### src/rtl/reg_write_arbiter.sv
// ---------------------------------------------------------------------------
// reg_write_arbiter
//
// Round-robin arbiter that lets N_REQ requesters share one load-enabled
// register. The winner's data is captured when it is granted. The arbiter
// then drives the register's load enable for one cycle, pulses the
// winner's ack for one cycle, and waits HOLD_CYCLES idle cycles before it
// arbitrates again.
//
// Ports:
//   clk_i         system clock; all logic updates on the rising edge
//   rst_i         synchronous, active-high reset
//   req_i         per-requester write request, held until its ack
//   wdata_i       packed write data; requester i owns [i*WIDTH +: WIDTH]
//   ack_o         one-cycle pulse to the requester whose write completed
//   reg_ld_o      load enable to the shared register
//   reg_d_o       data to the shared register
//   busy_o        high whenever the arbiter is not idle
//   last_grant_o  index of the most recently granted requester
// ---------------------------------------------------------------------------
module reg_write_arbiter #(
  parameter int N_REQ       = 4,
  parameter int WIDTH       = 6,
  parameter int HOLD_CYCLES = 2
) (
  input  logic                       clk_i,
  input  logic                       rst_i,
  input  logic [N_REQ-1:0]           req_i,
  input  logic [N_REQ*WIDTH-1:0]     wdata_i,
  output logic [N_REQ-1:0]           ack_o,
  output logic                       reg_ld_o,
  output logic [WIDTH-1:0]           reg_d_o,
  output logic                       busy_o,
  output logic [$clog2(N_REQ)-1:0]   last_grant_o
);

  localparam int GW = $clog2(N_REQ);
  localparam int CW = 4;

  typedef enum logic [1:0] {
    IDLE,
    LOAD,
    ACK,
    HOLD
  } state_t;

  state_t          state_q, state_d;
  logic [GW-1:0]   lastGrant_q, lastGrant_d;
  logic [WIDTH-1:0] regD_q, regD_d;
  logic [CW-1:0]   holdCnt_q, holdCnt_d;

  logic            found;
  logic [GW-1:0]   winIdx;
  logic [WIDTH-1:0] winData;
  logic [GW-1:0]   candIdx;

  // Round-robin search: start one past the last winner and wrap, so the
  // requester that was just served has the lowest priority next time.
  always_comb begin
    found   = 1'b0;
    winIdx  = '0;
    winData = '0;
    candIdx = '0;
    for (int k = 1; k <= N_REQ; k++) begin
      candIdx = GW'((int'(lastGrant_q) + k) % N_REQ);
      if (!found && req_i[candIdx]) begin
        found   = 1'b1;
        winIdx  = candIdx;
        winData = wdata_i[candIdx*WIDTH +: WIDTH];
      end
    end
  end

  // Next-state and output logic. The data is captured at grant time, so
  // later changes on wdata_i cannot corrupt a write that is in flight.
  always_comb begin
    state_d     = state_q;
    lastGrant_d = lastGrant_q;
    regD_d      = regD_q;
    holdCnt_d   = holdCnt_q;
    ack_o       = '0;
    reg_ld_o    = 1'b0;
    busy_o      = (state_q != IDLE);

    case (state_q)
      IDLE: begin
        if (found) begin
          lastGrant_d = winIdx;
          regD_d      = winData;
          state_d     = LOAD;
        end
      end

      LOAD: begin
        reg_ld_o = 1'b1;
        state_d  = ACK;
      end

      ACK: begin
        // A reset that lands on the ack cycle cancels the ack. The
        // requester then keeps its request up and is re-arbitrated.
        if (!rst_i) begin
          ack_o[lastGrant_q] = 1'b1;
        end
        if (HOLD_CYCLES == 0) begin
          state_d = IDLE;
        end else begin
          state_d   = HOLD;
          holdCnt_d = CW'(HOLD_CYCLES);
        end
      end

      HOLD: begin
        holdCnt_d = holdCnt_q - CW'(1);
        if (holdCnt_q <= CW'(1)) begin
          state_d = IDLE;
        end
      end

      default: begin
        state_d = IDLE;
      end
    endcase
  end

  // State register. The reset leaves last grant at the top index so that
  // requester 0 wins first.
  always_ff @(posedge clk_i) begin
    if (rst_i) begin
      state_q     <= IDLE;
      lastGrant_q <= GW'(N_REQ - 1);
      regD_q      <= '0;
      holdCnt_q   <= '0;
    end else begin
      state_q     <= state_d;
      lastGrant_q <= lastGrant_d;
      regD_q      <= regD_d;
      holdCnt_q   <= holdCnt_d;
    end
  end

  assign reg_d_o      = regD_q;
  assign last_grant_o = lastGrant_q;

endmodule

### config.mk
export PLATFORM = sky130hd
export DESIGN_NAME = reg_write_arbiter
export DESIGN_NICKNAME = d
export VERILOG_FILES = /design/src/rtl/reg_write_arbiter.sv
export SDC_FILE = /design/constraint.sdc
export NUM_CORES = 1
export LEC_CHECK = 0
export CAP_MARGIN = 25
export CORE_UTILIZATION = 45
export DETAILED_ROUTE_END_ITERATION = 8
export HOLD_SLACK_MARGIN = 0.06
export PLACE_DENSITY = 0.7
export SYNTH_ARGS = -nofsm -noshare
export SYNTH_HDL_FRONTEND = slang
export SYNTH_SLANG_ARGS = --single-unit
export TNS_END_PERCENT = 10
### constraint.sdc
create_clock -name clk_i -period 6.6 [get_ports clk_i]
set_clock_uncertainty 0.1 [all_clocks]
set_input_delay 0.66 -clock clk_i [delete_from_list [all_inputs] [get_ports clk_i]]
set_output_delay 0.66 -clock clk_i [all_outputs]
set_load 0.1 [all_outputs]
# Word level (Yosys, flattened, before mapping)

Index checks and enable logic that the tools add are counted.

Add/subtract/negate cells: 5
$mul: 4
Magnitude comparators: 7
Equality and inequality tests: 5
Shifts and indexed selects: 4
Muxes and demuxes: 29
Reductions and logical operators: 12

Operators with widths:

| kind                | count |
|---|---|
| $shiftx 24x6->6     | 4 |
| $mux 6              | 4 |
| $mul 2x2->4 const B | 4 |
| $lt 2x3->1 const B  | 5 |
| $mux 2              | 6 |
| $mux 1              | 10 |
| $bmux 1 s2          | 4 |
| $mux 4              | 2 |
| $pmux 2 s4          | 1 |
| $pmux 4 s2          | 1 |
| $add 2x1->2 const B | 2 |
| $add 2x2->2 const B | 2 |
| $eq 2x2->1 const B  | 2 |
| $le 4x1->1 const B  | 1 |
| $logic_and 1x1->1   | 4 |
| $ne 2x2->1 const B  | 2 |
| $reduce_and 2->1    | 2 |
| $reduce_bool 2->1   | 2 |
| $sub 4x1->4 const B | 1 |
| $logic_not 1->1     | 3 |
| $demux 1 s2         | 1 |
| $eq 2x1->1 const B  | 1 |
| $ge 2x1->1 const B  | 1 |
| $logic_not 2->1     | 1 |

Register bits after elaboration: 14
Input port bits: 30
Output and inout port bits: 14
Logic and storage cells: 70

# Longest topological paths before layout

Depth in word-level cells: 15
Depth in mapped cells: 12
Mapped depth without buffers: 7

# Worst setup path after synthesis

Ideal clock, no wire load.

Path kind: flip-flop to flip-flop
Start point: register lastGrant_q[0] (netlist: last_grant_o[0])
End point: register regD_q[1] (netlist: reg_d_o[1])
Setup time: 139 ps
Data arrival time: 3386 ps
Required time: 6361 ps
Setup slack: 2975 ps
Cell stages (with the launch flop): 13
Path buffers: 5
Path through: dfxtp_1 buf_2 buf_6 buf_2 inv_1 ha_1 buf_2 mux4_2 nor4_1 nor2_1 buf_6 nor2_1 a311oi_2

Longest elaborated chain between the ends: 14
Elaborated cells on any way between the ends: 35
Those cells by class: add/sub (4); mul (4); shift (4); mux (16); reduce/logical (7)

Ends and longest elaborated chain:

| item                                                                 | RTL line | source |
|---|---|---|
| from (decl)                                                          | 48       | `logic [GW-1:0] lastGrant_q, lastGrant_d;` |
| from (signal assigned)                                               | 131      | `lastGrant_q <= GW'(N_REQ - 1);` |
| from (signal assigned)                                               | 136      | `lastGrant_q <= lastGrant_d;` |
| parallel branches: the longest is 14 deep, another holds $mul 2x2->4 | -        |  |
| to (signal assigned)                                                 | 137      | `regD_q <= regD_d;` |
| to (decl)                                                            | 49       | `logic [WIDTH-1:0] regD_q, regD_d;` |

Parallel ways; which one is timed is not known. The select of a mux whose other input is x is not followed.
A chain may end at the register's enable or synchronous reset.

# Worst setup path after layout

Start point: register lastGrant_q[0] (netlist: last_grant_o[0])
End point: register regD_q[0] (netlist: reg_d_o[0])

Same word-level chain as after synthesis.

==> results.md <==
* # rows at 22
* Total Die Area at 0.00434 sq mm
* Vias at 1547
* DR iter-0 viols at 34
* Worst hold margin at 0.418 ns
* Power density over cell area at roughly 480 mW/mm^2
* Starting Density at 48.4%
* Final ANT Viol Nets at 0
* Crit path time final at roughly 3.9 ns
* Setup_tns at 0 ns
* Worst vdd ir at 0.000175 V
* Global Route met1 Usage at 23.6%
* Setup CP Type: flop to flop
* Met3 Track Usage GR at 1.55%
* Slew margin rel. at 33.3%
* Sequential fraction of the synthesis area at 15.3%
* Max incr delay on CP at 0.94 ns
* Die Wd at 65.9 microns
* Critical Path AT at 3.95 ns
* GPL Wtd Cong at 0.758
* Hpwl dp at 3050 microns
* Outcome: complete, no violations
* Diode count at 0
* Overall Global Routing Usage at 19.0%
* CTS Buffer Depth at 2
* DRC Markers at 0
* Netlist cell types at 37
* Final Hold Viols at 0
* Final WL at about 4000 microns
* F_max at between 0.2 and 0.3 GHz
* EDFF count, synth at 0
* Clock root buffer: clkbuf_8
* Routed len/inst at 15.6 microns
* Placeable Area at approximately 0.0038 sq mm
* Register bit total from synthesis at 14
* Gr busiest metal: met2
* Crit-path slowest cell: dfxtp_2
* GRT overflow at 0
* RSZ-0062 raised after global routing: no
* Cts hold-fix bufs at 0
* Main synth FF type: dfxtp_1
* Max-cap violation count at 0
* Final Core Density at 59.8%
* Post-CTS setup buffer count at 0
* Met2 Usage GRT at 34.9%
* Worst-Margin Slew at 0.997 ns
* Mean Syn Cell Area at 10.3 sq um
* Total of warnings raised by yosys at 0
* Sink Count at 14
* Synth Instances at between 150 and 200
* Crit path capture type: flop
* First-pass GRT wire length at 6480 microns
* Startpoint Class: flop
* Mapped Area at 0.00184 sq mm
* Port Buffers at 43
* Clock Latency Late Sink at 0.24 ns
* Post-CTS sizing at 0
* # fillers at approximately 320
* Async set-or-reset flop fraction in the synthesized netlist at 0%
* Syn Nets at 218
* HP Class: flop to flop
* Required time worst endpoint at 6.64 ns
* P&R area growth vs syn at 23.6%
* Die span in y at 65.9 microns
* Net count, final at 250
* First-pass DRT Iterations at 4
* Top cell by count, worst path: nor2_1
* Crit-path cells: inv_1, ha_1, mux4_2, nor4_1, nor2_1, nor2_1, a311oi_2
* Final setup fails at 0
* Ports at 44
* Tcrit/Tclk final at 59.3%
* CTS buffer count at 3
* Htree depth at 1
* Vias in the first global route at approximately 1500
* Final slew viol count at 0
* Antenna violations before repair at 0
* Vias per cell at 6.04
* CTS tree: done
* P_leak at roughly 0.9 nW
* Pin count of the biggest net entering global routing at 36
* Clock transition at path regs at 0.06 ns
* CP max FO at 35
* Share of cells above drive strength 1 at 16.3%
==> state kept, by name, summed over array words and instances (netlist names) <==
register	count
holdCnt_q	4
last_grant_o	2
reg_d_o	6
state_q	2
==> cell usage in the layout (no fill, tap or decap), drive strengths merged, types with 2 or more instances in the layout <==
| master | n |
|---|---|
| nor2 | 24 |
| and3 | 6 |
| nand4 | 6 |
| and2 | 4 |
| dfxtp | 14 |
| clkbuf | 3 |
| a211o | 6 |
| o21ai | 4 |
| a311oi | 6 |
| a21oi | 4 |
| nor3 | 6 |
| clkdlybuf4s50 | 43 |
| nor2b | 3 |
| ha | 10 |
| nand2 | 13 |
| mux2i | 5 |
| mux4 | 28 |
| or3 | 2 |
| inv | 7 |
==> worst max-delay path: cells and delay by family, from the launching register on <==
family / cells / cell delay, ns
muxes: 1 / 0.48
DFF: 1 / 0.94
and+or+nand+nor: 3 / 0.90
buffers and inverters: 1 / 0.26
adders and majority gates: 1 / 0.85
AOI/OAI and AO/OA: 1 / 0.27
==> power breakdown <==
group / internal [mW] / leakage, nW / switching [mW]
Clock: 0.0403 / 0.0216 / 0.0275
Sequential: 0.117 / 0.116 / 0.0671
Combinational: 0.346 / 0.752 / 0.488
Total: 0.503 / 0.889 / 0.583
==> cell type report <==
cell class | instances | area, sq um | area share, %
inverter | 7 | 26.3 | 1.16
clock buffer | 3 | 41.3 | 1.82
sequential | 14 | 282 | 12.4
timing repair buffer | 43 | 430 | 19.0
multi-input combinational | 141 | 1430 | 63.0
tap | 48 | 60.1 | 2.64
==> final timing paths <==
| check | start | to | slack, ns | cells after the start |
|---|---|---|---|---|
| min reg2reg | holdCnt_q[2] | holdCnt_q[2] | 0.42 | 2 |
| max | last_grant_o[0] | reg_d_o[0] | 2.69 | 7 |
| min | holdCnt_q[2] | holdCnt_q[2] | 0.42 | 2 |
| max reg2reg | last_grant_o[0] | reg_d_o[0] | 2.69 | 7 |
==> cells in the mapped netlist (5+ instances only) <==
cell,n,area [sq um]
a211o_1,6,52.6
a311oi_2,6,90.1
and3_1,6,37.5
buf_2,7,35.0
dfxtp_1,14,280
ha_1,10,125
inv_1,7,26.3
mux2i_1,5,50.1
mux4_1,6,158
mux4_2,22,495
nand2_1,13,48.8
nand4_1,6,37.5
nor2_1,24,90.1
nor3_1,6,30.0
==> metrics by stage <==
step	cells	worst slack [ns]	area [sq um]	power [mW]
3_5_place_dp	253	2.65	2230	1.02
5_1_grt	256	2.30	2270	1.16
6_report	256	2.69	2270	1.09
3_3_place_gp	253	2.85	2230	0.995
2_1_floorplan	178	2.97	1840	0.882
4_1_cts	256	2.63	2270	1.09
==> cell families (layout without fill, tap and decap cells) <==
logic type	Yosys count	after routing	share of synthesized area (%)
AOI/OAI and AO/OA	29	29	14.3
xor gates and xnor gates	1	1	0.477
adders and majority gates	10	10	6.81
buffers and inverters	23	53	6.81
DFF	14	14	15.3
muxes	34	34	38.9
and+or+nand+nor	67	67	17.4
==> metal layers <==
metal,routed length [microns],vias up
met3,106,4
met1,1790,756
met2,2070,25
met5,0,-
met4,26,0
li1,-,762
No activity file was read; power rests on OpenSTA's default activity.
